`config.mk`:
```
export PLATFORM = sky130hd
export DESIGN_NAME = dmem_bus_bridge
export DESIGN_NICKNAME = d
export VERILOG_FILES = /design/src/rtl/dmem_bus_bridge.sv
export SDC_FILE = /design/constraint.sdc
export NUM_CORES = 1
export LEC_CHECK = 0
export CAP_MARGIN = 20
export CORE_ASPECT_RATIO = 1.75
export CORE_MARGIN = 2
export CORE_UTILIZATION = 40
export DETAILED_ROUTE_END_ITERATION = 7
export PLACE_DENSITY = 0.78
export SYNTH_ARGS = -nofsm -noshare
export SYNTH_HDL_FRONTEND = slang
export SYNTH_SLANG_ARGS = --single-unit
```
`constraint.sdc`:
```
create_clock -name clk -period 1.8 [get_ports clk]
set_input_delay 0.27 -clock clk [delete_from_list [all_inputs] [get_ports clk]]
set_output_delay 0.27 -clock clk [all_outputs]
set_load 0.01 [all_outputs]
```
`src/rtl/dmem_bus_bridge.sv`:
```
// rtl/dmem_bus_bridge.sv - core data-memory to external bus bridge (optional timeout: DMEM_BRIDGE_TIMEOUT_EN)
module dmem_bus_bridge #(
    parameter int ADDR_WIDTH     = 32,
    parameter int TIMEOUT_CYCLES = 255,
    parameter int TO_CNT_WIDTH   = 8
) (
    input  logic                  clk,
    input  logic                  rst_n,
    input  logic                  mem_r,
    input  logic [3:0]            mem_w,
    input  logic [ADDR_WIDTH-1:0] mem_addr,
    input  logic [31:0]           mem_dw,
    output logic [31:0]           mem_dr,
    output logic                  stall,
    output logic                  fault,
    output logic                  bus_req,
    output logic                  bus_we,
    output logic [3:0]            bus_be,
    output logic [ADDR_WIDTH-1:0] bus_addr,
    output logic [31:0]           bus_wdata,
    input  logic                  bus_ready,
    input  logic [31:0]           bus_rdata,
    input  logic                  bus_err
);

    typedef enum logic [1:0] {
        IDLE   = 2'd0,
        ACCESS = 2'd1,
        DONE   = 2'd2,
        FAULT  = 2'd3
    } state_t;

    state_t     state;
    logic [1:0] lane;
    logic       req_wr;
    logic       req_any;
    logic       is_word;
    logic       is_half;
    logic       misaligned;

`ifdef DMEM_BRIDGE_TIMEOUT_EN
    logic [TO_CNT_WIDTH-1:0] to_cnt;
    logic [TO_CNT_WIDTH-1:0] to_cnt_next;
    logic                    to_expire;

    // Count the wait cycle being spent now; abort when it reaches the limit
    always_comb begin
        to_cnt_next = to_cnt + TO_CNT_WIDTH'(1);
        to_expire   = (to_cnt_next == TO_CNT_WIDTH'(TIMEOUT_CYCLES));
    end
`else
    logic unused_timeout_cfg;
    assign unused_timeout_cfg = ^(TO_CNT_WIDTH'(TIMEOUT_CYCLES));
`endif

    // Decode request kind, access size and alignment; a write overrides a read
    always_comb begin
        req_wr     = |mem_w;
        req_any    = req_wr | mem_r;
        is_word    = req_wr ? (mem_w[3] | mem_w[2]) : 1'b1;
        is_half    = req_wr & ~mem_w[3] & ~mem_w[2] & mem_w[1];
        misaligned = (is_word & (|mem_addr[1:0])) | (is_half & mem_addr[0]);
    end

    // Hold the core while a request is waiting to launch or the bus is busy;
    // reset releases the core immediately even if a request is still presented
    always_comb begin
        stall = 1'b0;
        case (state)
            IDLE:    stall = req_any;
            ACCESS:  stall = 1'b1;
            default: stall = 1'b0;
        endcase
        stall = stall & rst_n;
    end

    // Bridge sequencer with registered bus-side outputs, read data and fault pulse
    always_ff @(posedge clk or negedge rst_n) begin
        if (!rst_n) begin
            state     <= IDLE;
            lane      <= 2'b00;
            bus_req   <= 1'b0;
            bus_we    <= 1'b0;
            bus_be    <= 4'b0000;
            bus_addr  <= '0;
            bus_wdata <= 32'h0;
            mem_dr    <= 32'h0;
            fault     <= 1'b0;
`ifdef DMEM_BRIDGE_TIMEOUT_EN
            to_cnt    <= '0;
`endif
        end else begin
            fault <= 1'b0;
            case (state)
                IDLE: begin
                    if (req_any) begin
                        if (misaligned) begin
                            // Never touches the bus; report and let the core move on
                            state  <= FAULT;
                            fault  <= 1'b1;
                            mem_dr <= 32'h0;
                        end else begin
                            state     <= ACCESS;
                            bus_req   <= 1'b1;
                            bus_we    <= req_wr;
                            bus_be    <= req_wr ? 4'(mem_w << mem_addr[1:0]) : 4'b0000;
                            bus_addr  <= {mem_addr[ADDR_WIDTH-1:2], 2'b00};
                            bus_wdata <= req_wr ? (mem_dw << {mem_addr[1:0], 3'b000}) : 32'h0;
                            lane      <= mem_addr[1:0];
`ifdef DMEM_BRIDGE_TIMEOUT_EN
                            to_cnt    <= '0;
`endif
                        end
                    end
                end
                ACCESS: begin
                    if (bus_ready) begin
                        // bus_ready beats a same-cycle timeout
                        bus_req <= 1'b0;
                        if (bus_err) begin
                            state  <= FAULT;
                            fault  <= 1'b1;
                            mem_dr <= 32'h0;
                        end else begin
                            state <= DONE;
                            if (!bus_we) begin
                                mem_dr <= bus_rdata >> {lane, 3'b000};
                            end
                        end
                    end
`ifdef DMEM_BRIDGE_TIMEOUT_EN
                    else if (to_expire) begin
                        state   <= FAULT;
                        bus_req <= 1'b0;
                        fault   <= 1'b1;
                        mem_dr  <= 32'h0;
                    end else begin
                        to_cnt <= to_cnt_next;
                    end
`endif
                end
                DONE: begin
                    state <= IDLE;
                end
                default: begin
                    state <= IDLE;
                end
            endcase
        end
    end

endmodule

```
# Word-level counts from Yosys, hierarchy flattened
# Cells that the tools add are included.
[word_totals] register_bits=105 latch_bits=0 ramBits=0 mem_bits_ro=0 in_bits=105 wordCells=62 n_memories=0
[op_classes] n_addsub=0 mul=0 div_mod_pow=0 order_cmp=0 eq_ne=6 n_shift=3 mux=24 n_bitwise=12 n_reduce_logical=8
[op_table] operator="32-bit two-way mux" count=6
[op_table] operator="32-bit case mux with 2 select lines" count=1
[op_table] operator="32-bit by 5-bit << shifter with 32-bit output" count=1
[op_table] operator="32-bit by 5-bit >> shifter with 32-bit output" count=1
[op_table] operator="1-bit two-way mux" count=9
[op_table] operator="2-bit inequality test (second input constant)" count=4
[op_table] operator="1-bit bitwise AND" count=6
[op_table] operator="2-bit two-way mux" count=3
[op_table] operator="1-bit case mux with 2 select lines" count=3
[op_table] operator="5-bit AND reduction" count=1
[op_table] operator="4-bit two-way mux" count=1
[op_table] operator="2-bit case mux with 2 select lines" count=1
[op_table] operator="4-bit AND reduction" count=1
[op_table] operator="4-bit OR reduction" count=1
[op_table] operator="4-bit by 2-bit << shifter with 4-bit output" count=1
[op_table] operator="3-bit inequality test (second input constant)" count=1
[op_table] operator="1-bit inverter" count=3
[op_table] operator="1-bit OR" count=3
[op_table] operator="3-bit AND reduction" count=1
[op_table] operator="2-bit by 1-bit == test with 1-bit output (second input constant)" count=1
[op_table] operator="2-bit logical NOT" count=1
[op_table] operator="2-bit AND reduction" count=1
[op_table] operator="2-bit nonzero test" count=1
[op_table] operator="2-bit OR reduction" count=1

# Longest topological paths before layout
# Gate-level depths: netlist (run 1).
[depth] word_depth=9 ltp_mapped=7

# Worst setup path after synthesis (run 1)
# Ideal clock, no wire load.
[synth_path] path_kind="in2reg" from="input mem_addr[0]" to="register mem_dr[0]" setup_ns=0.125 t_arrival_ns=1.683 slack_ns=-0.008 stages=7 path_buffers=3 path_cell_list="clkbuf_1 -> a2111o_1 -> a21oi_1 -> a2111o_1 -> buf_2 -> buf_2 -> mux2_2"
[synth_between] elab_chain_len=5
[synth_lines] element="start: declaration" line="11" source="input logic [ADDR_WIDTH-1:0] mem_addr,"
[synth_lines] element="2-bit OR reduction" line="62" source="misaligned = (is_word & (|mem_addr[1:0])) | (is_half & mem_addr[0]);"
[synth_lines] element="1-bit bitwise AND" line="62"
[synth_lines] element="1-bit OR (*)" line="62"
[synth_lines] element="2-bit inequality test (no line) (*)"
[synth_lines] element="5-bit AND reduction (no line) (*)"
[synth_lines] element="end signal: assignment" line="127" source="mem_dr <= bus_rdata >> {lane, 3'b000};"
[synth_lines] element="end: declaration" line="13" source="output logic [31:0] mem_dr,"
# Mark *: on every way between the ends. The rest lies on a longest branch, timed or not.
# A chain may end at the register's enable or synchronous reset.

# Worst setup path after layout (run 1)
[layout_path] from="input mem_addr[0]" to="register mem_dr[9]"
# The elaborated chain is that of the path after synthesis.

==> out/metrics.cfg, run 1 <==
[pwr]
power.ir.vdd_worst_mv = 0.751
power.density_cell_area_nw_per_um2 = 1550
leakage_nw = 3.61
totalPowerFinal_mw = 12.8

[critical_path]
reg2reg_setup_slack_ps = -10
critical-path-slowest-cell = a2111o_1
reg2reg_to = mem_dr[9]
setup.worst_path.end_class = flop
top_cell_family_by_delay_on_the_critical_path = compound AO/OA/AOI/OAI gates
critical_path.n_buffers_inverters = 4
crit_cells = 8
cells_along_the_critical_path = dlygate4sd2_1 -> buf_6 -> a2111o_1 -> a21oi_2 -> a2111o_1 -> buf_6 -> clkbuf_16 -> mux2_2
worstSetupEndpoint = mem_dr[9]
critical_path_peak_fanout = 6
setup.worst_path.start_class = input port
path_class = input port to flop
worstPathArrival_ps = 2050
regToRegStartpoint = state[0]
ff2ff_path_depth = 6
crit_start = mem_addr[0]
slowest_delay_ps = 430
worst-endpoint-required_ps = 2020

[floorplan]
design.die.area_um2 = 14000
row_count = 55
start_util_pct = 40.6
io_pins = 209
core_um2 = 12800
die_height_um = 155
die_x_um = 90.2

[sta]
setup_viol_count_final = 18
slew_margin_rel_pct = 58.4
final_critical_path_setup_slack_ps = -23.0
worst_margin_slew_ps = 622
achievable-frequency_ghz = 0.549
period_utilization_pct = 101
clock_skew_ps = 7.60
grt_setup_unrepaired = yes
timing.final.max_slew_violations = 0
timing.final.hold_violations = 0
period_minus_slack_ps = 1820

[yosys]
yosysUniqueCellTypes = 41
netlist_area_um2 = 5200
area_fraction_in_and_or_nand_and_nor_cells_after_synthesis_pct = 6.48
edff_count_synth = 0
synth_top_flop_cell = dfrtp_1
synth_top_area_cell = dfrtp_1
ys_ff_latch = 105
synth_xor_area_share_pct = 0
synth.yosys.seq_area_share_pct = 50.6
postSynthCellCount = 428
synth.mux.area_fraction_pct = 24.1
synth_compound_area_share_pct = 14.3
synth_adder_area_share_pct = 0
yosysWarningCount = 0
syn-mean-instance-area_um2 = 12.1
synth_top_cells_by_area = dfrtp_1, mux2_4, mux2i_1, mux2_2, o2bb2ai_1
synth-async-reset-ratio_pct = 100
synth.top_cell.area_share_pct = 50.6
main_combinational_cell_family_by_area_after_synthesis = multiplexers

[clock_network]
number_of_clock_sinks_seen_by_cts = 105
cts-root-buf = clkbuf_16
cts.reportedPaths.clkPinSlew_ps = 70
max-clock-path-buffers = 2
cts_tree = yes
clock_insertion_delay_worst_skew_ps = 340
clock_tree.htree_level_count = 3
cts.hold.buffers_added = 0
cts_made_buffers = 9

[routing]
drt-vias-per-instance = 5.25
drtAntennaViolNets = 0
post-route-drc-count = 0
num_vias = 4372
total_wire_length_um = 15700
initialDrtViolationCount = 115
avgRoutedWirePerCell_um = 18.8
first_pass_iters = 4

[job]
max-cap-violations = 0

[final_layout]
finish.instance_area_um2 = 8240
n_antenna_cell = 0
drive_above_1_share_pct = 21.0
mostFrequentLayoutCells = clkdlybuf4s50_1, dfrtp_1, mux2_4
final_net_count = 761
layout.cells.most_common = clkdlybuf4s50_1
area.growth.synth_to_final_pct = 58.5

[global_routing]
first_pass_grt_wire_length_um = 23900
grt_usage_pct = 21.7
first_global_vias = 4543
grt.overflow.total = 0
grt_antenna_before_repair = 0
grt_start_max_net_pins = 106

[placed_design]
detailedPlacementHpwl_um = 11100
globalplace.congestion = 0.811
io_buffer_count = 206
postPlaceCellArea_um2 = 7630

[worst_hold_path]
worstHoldPathType = input port to asynchronous set/reset pin

[status]
violated_checks = setup timing
outcome = finished with violations

## through the flow
step / TNS [ps] / std cells / utilization [%] / hold WS [ps] / setup WS (ps)
global placement: -48780 / 802 / 59.6 / 443 / -620
global route: -1890 / 832 / 64.3 / 104 / -80.7
CTS: -4.48 / 830 / 63.5 / 77.1 / -4.48
floorplan: -163 / 429 / - / -25.6 / -8.17
detailed placement: -54600 / 802 / 59.6 / 452 / -660
finish: -257 / 832 / 64.3 / 42.6 / -23.0
## Yosys cell counts (9+ instances only)
| master | instances |
|---|---|
| a211oi_1 | 16 |
| a21oi_1 | 10 |
| a22o_1 | 9 |
| buf_2 | 11 |
| clkbuf_1 | 14 |
| dfrtp_1 | 105 |
| inv_1 | 12 |
| mux2_2 | 34 |
| mux2_4 | 29 |
| mux2i_1 | 41 |
| nand2_1 | 20 |
| nor2_1 | 31 |
| nor2b_1 | 10 |
| o21ai_0 | 11 |
| o2bb2ai_1 | 27 |
## worst min path at each step
| stage | endpoint | slack [ps] | cells after the start |
|---|---|---|---|
| after floorplan | bus_addr[10] | -30 | 0 |
| after global placement | lane[0] | 440 | 2 |
| after detailed placement | mem_dr[30] | 450 | 2 |
| after CTS | mem_dr[6] | 80 | 2 |
| after global routing | bus_wdata[9] | 100 | 2 |
| final | lane[0] | 40 | 2 |
## power by group
part           internal [mW]  switching [mW]  leakage, nW
Clock                   1.21           0.877        0.160
Combinational           4.01            2.67         2.11
Sequential              3.37           0.623         1.34
Total                   8.59            4.17         3.61
## flip-flops by register name, summed over array words and instances (netlist names)
| signal | flops |
|---|---|
| mem_dr | 32 |
| bus_be | 4 |
| lane | 2 |
| bus_addr | 30 |
| bus_wdata | 32 |
| fault | 1 |
| bus_req | 1 |
| bus_we | 1 |
| state | 2 |
## cell families (layout without fill, tap and decap cells)
kind of cell,count (synthesis),in the layout
DFF,105,105
and+or+nand+nor,73,73
AOI/OAI and AO/OA,95,96
buffers and inverters,48,279
muxes,106,106
other,1,2
## layer usage
| metal | wire length [um] | share of wire [%] | up-vias | GRT usage (%) |
|---|---|---|---|---|
| li1 | - | - | 2003 | - |
| met1 | 5740 | 37 | 2167 | 23.6 |
| met2 | 8750 | 56 | 166 | 41.2 |
| met3 | 674 | 4.3 | 36 | 3.65 |
| met4 | 510 | 3.3 | 0 | 9.01 |
| met5 | 0 | 0 | - | 0 |
## area by class of cell
class	instances	area [um^2]
clock buffers	12	267
clock inverters	4	56.3
fillers	1005	4560
inverters	12	45.0
multi-input cells	277	2450
flip-flops and latches	105	2630
well taps	171	214
repair buffers	251	2570
## what timing repair did
action,CTS,global route
gates resized for setup,24,21
buffers inserted,10,1
pin swaps,7,4
setup endpoints to repair,98,35
hold endpoints to repair,0,0
cloned,2,2
Power figures use the tool's default switching activity.
==> inputs of run 2 (changes only) <==
--- a/config.mk
+++ b/config.mk
@@ -8,9 +8,9 @@
 export CAP_MARGIN = 20
 export CORE_ASPECT_RATIO = 1.75
 export CORE_MARGIN = 2
-export CORE_UTILIZATION = 40
+export CORE_UTILIZATION = 47
 export DETAILED_ROUTE_END_ITERATION = 7
-export PLACE_DENSITY = 0.78
+export PLACE_DENSITY = 0.86
 export SYNTH_ARGS = -nofsm -noshare
 export SYNTH_HDL_FRONTEND = slang
 export SYNTH_SLANG_ARGS = --single-unit
==> constraint.sdc (replaced) <==
create_clock -name clk -period 2.2 [get_ports clk]
set_input_delay 0.33 -clock clk [delete_from_list [all_inputs] [get_ports clk]]
set_output_delay 0.33 -clock clk [all_outputs]
set_load 0.01 [all_outputs]
==> run 2 against run 1 <==
Against the previous run:
- the run now ends clean
- hold slack gained 69 ps
- sequential power shrank 18%
- combinational power shrank 27%
- cell area shrank 4.9%
- count of clock-buffer cells in the layout shrank 1
- worst setup slack gained 79 ps
- critical path type is now input port to output pin
- highest routed layer unchanged
- global-route usage grew 3.2 points
==> out/metrics.cfg, run 2 (synthesis gave the netlist of run 1 again) <==
[critical_path]
top_cell_family_by_delay_on_the_critical_path = simple AND/OR/NAND/NOR gates  ; was compound AO/OA/AOI/OAI gates
critical-path-slowest-cell = or4_4  ; was a2111o_1
slowest_delay_ps = 560  ; was 430 ps
worst-endpoint-required_ps = 1870  ; was 2020 ps
critical_path.n_buffers_inverters = 2  ; was 4
critical_path_peak_fanout = 2  ; was 6
cells_along_the_critical_path = clkdlybuf4s50_1 -> or4_4 -> nor3_2 -> nor2_1 -> and2_1 -> buf_2  ; was dlygate4sd2_1 -> buf_6 -> a2111o_1 -> a21oi_2 -> a2111o_1 -> buf_6 -> clkbuf_16 -> mux2_2
setup.worst_path.end_class = output pin  ; was flop
setup.worst_path.start_class = input port  ; unchanged
path_class = input port to output pin  ; was input port to flop
worstPathArrival_ps = 1810  ; was 2050 ps

[placed_design]
detailedPlace.worstSlack_ps = -338  ; was -660 ps
io_buffer_count = 206  ; unchanged
detailedPlacementHpwl_um = 11100  ; about the same
postPlaceCellArea_um2 = 7500  ; was 7630 um^2
globalplace.congestion = 0.826  ; was 0.811

[clock_network]
cts-root-buf = clkbuf_16  ; unchanged
clock_insertion_delay_worst_skew_ps = 340  ; about the same
cts_tree = yes  ; unchanged
max-clock-path-buffers = 2  ; unchanged
cts_made_buffers = 9  ; unchanged
cts.reportedPaths.clkPinSlew_ps = 70  ; about the same
clock_tree.htree_level_count = 3  ; unchanged
number_of_clock_sinks_seen_by_cts = 105  ; unchanged

[final_layout]
biggest_regs = bus_wdata x32, mem_dr x32, bus_addr x30  ; unchanged
drive_above_1_share_pct = 18.2  ; was 21.0%
n_antenna_cell = 0  ; unchanged
area_of_the_multi_input_gates_um2 = 2380  ; was 2450 um^2
post-route-util_pct = 72.8  ; was 64.3%
layout.cells.most_common = clkdlybuf4s50_1  ; unchanged
finish.instance_area_um2 = 7830  ; was 8240 um^2
register_area_um2 = 2630  ; about the same
area.growth.synth_to_final_pct = 50.8  ; was 58.5%
final_net_count = 743  ; was 761
num-fill-cells = 764  ; was 1005
mostFrequentLayoutCells = clkdlybuf4s50_1, dfrtp_1, mux2i_1  ; was clkdlybuf4s50_1, dfrtp_1, mux2_4

[sta]
period_utilization_pct = 97.5
grt_setup_unrepaired = no  ; was yes
timing.final.hold_violations = 0  ; unchanged
achievable-frequency_ghz = 0.466
timing.final.max_slew_violations = 0  ; unchanged
whs_ps = 112  ; was 42.6 ps
setup_viol_count_final = 0  ; was 18
clock_skew_ps = 8.56  ; was 7.60 ps
period_minus_slack_ps = 2140
fin_setup_tns_ps = 0  ; was -257 ps
slew_margin_rel_pct = 63.4  ; was 58.4%
worst_margin_slew_ps = 549  ; was 622 ps
final_critical_path_setup_slack_ps = 55.7  ; was -23.0 ps

[floorplan]
core_um2 = 10800  ; was 12800 um^2
start_util_pct = 48.3  ; was 40.6%
design.die.area_um2 = 11900  ; was 14000 um^2
die_height_um = 143  ; was 155 um
die_x_um = 83.5  ; was 90.2 um
io_pins = 209  ; unchanged
row_count = 50  ; was 55

[pwr]
power.density_cell_area_nw_per_um2 = 1240  ; was 1550 nW/um^2
leakage_nw = 3.41  ; was 3.61 nW
combPwrFrac_pct = 50.0  ; was 52.3%
power.switching_fraction_pct = 33.6  ; was 32.7%
power.ir.vdd_worst_mv = 0.709  ; was 0.751 mV
clock_power_share_pct = 16.3  ; was 16.4%
p_sw_mw = 3.27  ; was 4.17 mW
cellInternalPower_mw = 6.47  ; was 8.59 mW
seq_power_share_pct = 33.7  ; was 31.3%

[routing]
post-route-drc-count = 0  ; unchanged
total_wire_length_um = 15300  ; was 15700 um
first_pass_iters = 4  ; unchanged
initialDrtViolationCount = 203  ; was 115
drt-vias-per-instance = 5.56  ; was 5.25
drtAntennaViolNets = 0  ; unchanged
avgRoutedWirePerCell_um = 19.8  ; was 18.8 um
num_vias = 4300  ; was 4372

[global_routing]
first_global_vias = 4682  ; was 4543
grt_usage_pct = 24.9  ; was 21.7%
grt_antenna_before_repair = 0  ; unchanged
grt_start_max_net_pins = 106  ; unchanged
grt.overflow.total = 0  ; unchanged
first_pass_grt_wire_length_um = 23700  ; was 23900 um

[status]
outcome = finished, final reports clean  ; was finished with violations

[job]
max-cap-violations = 0  ; unchanged

[worst_hold_path]
worstHoldPathType = input port to asynchronous set/reset pin  ; unchanged

==> run 2: metal layers <==
metal | up-vias | routed length (um) | GRT usage [%]
li1 | 1971 | - | -
met2 | 168 | 8040 | 44.7
met3 | 39 | 1030 | 6.82
met4 | 0 | 587 | 12.0
met5 | - | 0 | 0
met1 | 2122 | 5670 | 26.9
==> run 2: power groups by stage <==
| stage | clock network [mW] | registers, mW | logic (mW) |
|---|---|---|---|
| detailed placement | 0 | 3.28 | 4.88 |
| floorplan | 0 | 3.56 | 2.11 |
| CTS | 1.62 | 3.29 | 4.89 |
| finish | 1.58 | 3.29 | 4.87 |
| global placement | 0 | 3.27 | 4.74 |
| global route | 1.69 | 3.38 | 5.16 |
==> run 2: final timing paths <==
| path | startpoint | depth (start not counted) | endpoint | slack (ps) |
|---|---|---|---|---|
| max in group asynchronous | rst_n | 2 | mem_dr[6] | 1700 |
| min in group clk | bus_wdata[16] | 1 | bus_wdata[16] | 500 |
| worst max register to register | state[0] | 5 | mem_dr[16] | 300 |
| worst min-delay path | rst_n | 2 | bus_wdata[9] | 110 |
| worst max-delay path | mem_w[2] | 6 | stall | 60 |
| worst min register to register | bus_wdata[16] | 1 | bus_wdata[16] | 500 |
==> run 2: worst register-to-register path, cell delays in order (launching register included) <==
cell and delay [ps]:
dfrtp_1 470, a2111o_1 410, a21oi_1 160, a2111o_1 170
buf_12 200, mux2_2 370
==> run 2: area by class of cell <==
type                    count  area share, %
multi-input cells         277           30.4
well taps                 130           2.08
flip-flops and latches    105           33.5
clock inverters             5          0.591
inverters                  12          0.575
repair buffers            233           29.6
clock buffers              11           3.23
==> run 2: timing repair <==
action / CTS / global route
setup buffers: 0 / 0
setup endpoints to repair: 1 / 17
gates cloned: 0 / 1
resized for setup: 6 / 2
hold buffers: 0 / 0
==> run 2: stage by stage <==
| stage | std cells | total power, mW |
|---|---|---|
| 3_3_place_gp | 756 | 8.01 |
| 5_1_grt | 773 | 10.2 |
| 6_report | 773 | 9.74 |
| 3_5_place_dp | 756 | 8.16 |
| 2_1_floorplan | 429 | 5.67 |
| 4_1_cts | 772 | 9.80 |
==> inputs of run 3 (changes only) <==
--- a/config.mk
+++ b/config.mk
@@ -10,6 +10,7 @@
 export CORE_MARGIN = 2
 export CORE_UTILIZATION = 47
 export DETAILED_ROUTE_END_ITERATION = 7
+export GPL_TIMING_DRIVEN = 0
 export PLACE_DENSITY = 0.86
 export SYNTH_ARGS = -nofsm -noshare
 export SYNTH_HDL_FRONTEND = slang
==> run 3 against run 2 <==
Against the previous run:
- the run now ends with hold timing left
- maximum frequency is 2.4% higher
- combinational power barely moved
- worst setup slack gained 50 ps
- count of clock-buffer cells in the layout is 2 lower
- utilization decreased by 1.2 points
- die area stayed put
- largest cell class unchanged
- largest power group unchanged
==> out/metrics.cfg, run 3 (synthesis gave the netlist of run 1 again) <==
[placed_design]
globalplace.congestion = 0.914  ; was 0.826
detailedPlacementHpwl_um = 12200  ; was 11100 um
io_buffer_count = 204  ; was 206
detailedPlace.worstSlack_ps = -616  ; was -338 ps

[final_layout]
final_net_count = 750  ; was 743
mostFrequentLayoutCells = clkdlybuf4s50_1, dfrtp_1, mux2i_1  ; unchanged
n_antenna_cell = 0  ; unchanged
post-route-util_pct = 71.6  ; was 72.8%
biggest_regs = bus_wdata x32, mem_dr x32, bus_addr x30  ; unchanged
drive_above_1_share_pct = 16.9  ; was 18.2%
area.growth.synth_to_final_pct = 48.3  ; was 50.8%
layout.cells.most_common = clkdlybuf4s50_1  ; unchanged

[pwr]
p_sw_mw = 3.33  ; was 3.27 mW
leakage_nw = 3.35  ; was 3.41 nW
power.density_cell_area_nw_per_um2 = 1260  ; was 1240 nW/um^2
combPwrFrac_pct = 50.4  ; was 50.0%
power.ir.vdd_worst_mv = 0.710  ; was 0.709 mV
cellInternalPower_mw = 6.35  ; was 6.47 mW
seq_power_share_pct = 33.6  ; was 33.7%
power.switching_fraction_pct = 34.4  ; was 33.6%
clock_power_share_pct = 16.0  ; was 16.3%

[routing]
total_wire_length_um = 16000  ; was 15300 um
drt-vias-per-instance = 5.59  ; was 5.56
met3WireLength_um = 1020  ; was 1030 um
num_vias = 4354  ; was 4300
detail_route.wirelength.met1_um = 5710  ; was 5670 um
first_pass_iters = 4  ; unchanged
post-route-drc-count = 0  ; unchanged
detailroute.wirelength.met2_um = 8770  ; was 8040 um
drtAntennaViolNets = 0  ; unchanged
avgRoutedWirePerCell_um = 20.5  ; was 19.8 um
highest_layer = met4  ; unchanged
initialDrtViolationCount = 213  ; was 203

[sta]
fin_setup_tns_ps = 0  ; unchanged
timing.final.hold_violations = 3  ; was 0
clock_skew_ps = 11.9  ; was 8.56 ps
setup_viol_count_final = 0  ; unchanged
whs_ps = -2.50  ; was 112 ps
timing.final.max_slew_violations = 0  ; unchanged
period_minus_slack_ps = 2090  ; was 2140 ps
period_utilization_pct = 95.2  ; was 97.5%
grt_setup_unrepaired = no  ; unchanged
slew_margin_rel_pct = 43.6  ; was 63.4%
final_critical_path_setup_slack_ps = 106  ; was 55.7 ps
worst_margin_slew_ps = 842  ; was 549 ps
achievable-frequency_ghz = 0.478  ; was 0.466 GHz

[critical_path]
cells_along_the_critical_path = dlygate4sd2_1 -> or4_4 -> nor3_4 -> nor2_1 -> and2_1 -> clkbuf_2  ; was clkdlybuf4s50_1 -> or4_4 -> nor3_2 -> nor2_1 -> and2_1 -> buf_2
reg2reg_setup_slack_ps = 130  ; was 300 ps
critical_path_peak_fanout = 4  ; was 2
setup.worst_path.end_class = output pin  ; unchanged
path_class = input port to output pin  ; unchanged
setup.worst_path.start_class = input port  ; unchanged
slowest_delay_ps = 560  ; about the same
worst-endpoint-required_ps = 1870  ; about the same
critical-path-slowest-cell = or4_4  ; unchanged
critical_path.n_buffers_inverters = 2  ; unchanged
worstPathArrival_ps = 1760  ; was 1810 ps
top_cell_family_by_delay_on_the_critical_path = simple AND/OR/NAND/NOR gates  ; unchanged

[clock_network]
cts.reportedPaths.clkPinSlew_ps = 80  ; was 70 ps
clock_insertion_delay_worst_skew_ps = 340  ; about the same
cts_tree = yes  ; unchanged
cts_made_buffers = 9  ; unchanged
clock_tree.htree_level_count = 3  ; unchanged
cts-root-buf = clkbuf_16  ; unchanged
max-clock-path-buffers = 2  ; unchanged
cts.hold.buffers_added = 0  ; unchanged
number_of_clock_sinks_seen_by_cts = 105  ; unchanged

[job]
max-cap-violations = 0  ; unchanged

[status]
violated_checks = hold timing
outcome = finished with violations  ; was finished, final reports clean

[floorplan]
die_x_um = 83.5  ; unchanged
core_um2 = 10800  ; unchanged
row_count = 50  ; unchanged
start_util_pct = 48.3  ; unchanged
io_pins = 209  ; unchanged
die_height_um = 143  ; unchanged
design.die.area_um2 = 11900  ; unchanged

[worst_hold_path]
worstHoldPathType = input port to asynchronous set/reset pin  ; unchanged

[global_routing]
grt_antenna_before_repair = 0  ; unchanged
grt_start_max_net_pins = 60  ; was 106
first_pass_grt_wire_length_um = 25900  ; was 23700 um
grt_usage_pct = 27.4  ; was 24.9%
grt.overflow.total = 0  ; unchanged
first_global_vias = 4892  ; was 4682

==> run 3: changes by cell type in the layout (fill, tap and decap cells not counted), moves of 3 or more <==
cell,delta
buf_2,+10
clkbuf_1,+13
clkbuf_2,+3
clkdlybuf4s50_1,-6
buf_1,+3
buf_6,+3
buf_4,-16
buf_12,-5
==> run 3: final timing paths <==
| kind | start | endpoint | cells after the start |
|---|---|---|---|
| max | mem_w[3] | stall | 6 |
| min in group clk | mem_w[0] | bus_be[0] | 2 |
| max in group asynchronous | rst_n | bus_addr[19] | 2 |
| min reg2reg | bus_wdata[16] | bus_wdata[16] | 1 |
| min | rst_n | bus_wdata[18] | 1 |
| max reg2reg | lane[0] | mem_dr[5] | 6 |
==> run 3: per-layer routing <==
metal / GRT usage (%) / vias up
li1: - / 1972
met1: 29.8 / 2168
met2: 50.2 / 182
met3: 6.76 / 32
met4: 11.9 / 0
met5: 0 / -
==> run 3: worst reg2reg max path: stages, from the launching register on <==
cell and delay (ps):
dfrtp_1 320, clkbuf_1 330, buf_2 350, buf_2 310, a211oi_1 110, a211oi_1 360, mux2_2 220
==> run 3: layout make-up <==
class	instances	area, um^2
Clock buffer	9	225
Clock inverter	6	51.3
Fill cell	783	3050
Timing Repair Buffer	206	2060
Inverter	12	45.0
Sequential cell	105	2630
Buffer	35	186
Tap cell	130	163
Multi-Input combinational cell	276	2350
==> run 3: power groups by stage <==
| stage | clock (mW) | sequential, mW | combinational (mW) |
|---|---|---|---|
| after floorplan | 0 | 3.56 | 2.11 |
| after global placement | 0 | 3.23 | 4.76 |
| after detailed placement | 0 | 3.25 | 4.88 |
| after CTS | 1.58 | 3.25 | 4.91 |
| after global routing | 1.65 | 3.35 | 5.18 |
| final | 1.55 | 3.25 | 4.87 |
==> run 3: timing repair <==
item / in CTS / in global routing
pin swaps: 1 / 2
setup buffers: 1 / 0
setup endpoints to repair: 11 / 1
resized for setup: 7 / 7
==> run 3: stage by stage <==
| stage | power [mW] | cell area, um^2 | std cells |
|---|---|---|---|
| 2_1_floorplan | 5.67 | 5200 | 429 |
| 3_3_place_gp | 7.99 | 7400 | 763 |
| 3_5_place_dp | 8.14 | 7430 | 764 |
| 4_1_cts | 9.74 | 7710 | 779 |
| 5_1_grt | 10.2 | 7710 | 779 |
| 6_report | 9.68 | 7710 | 779 |
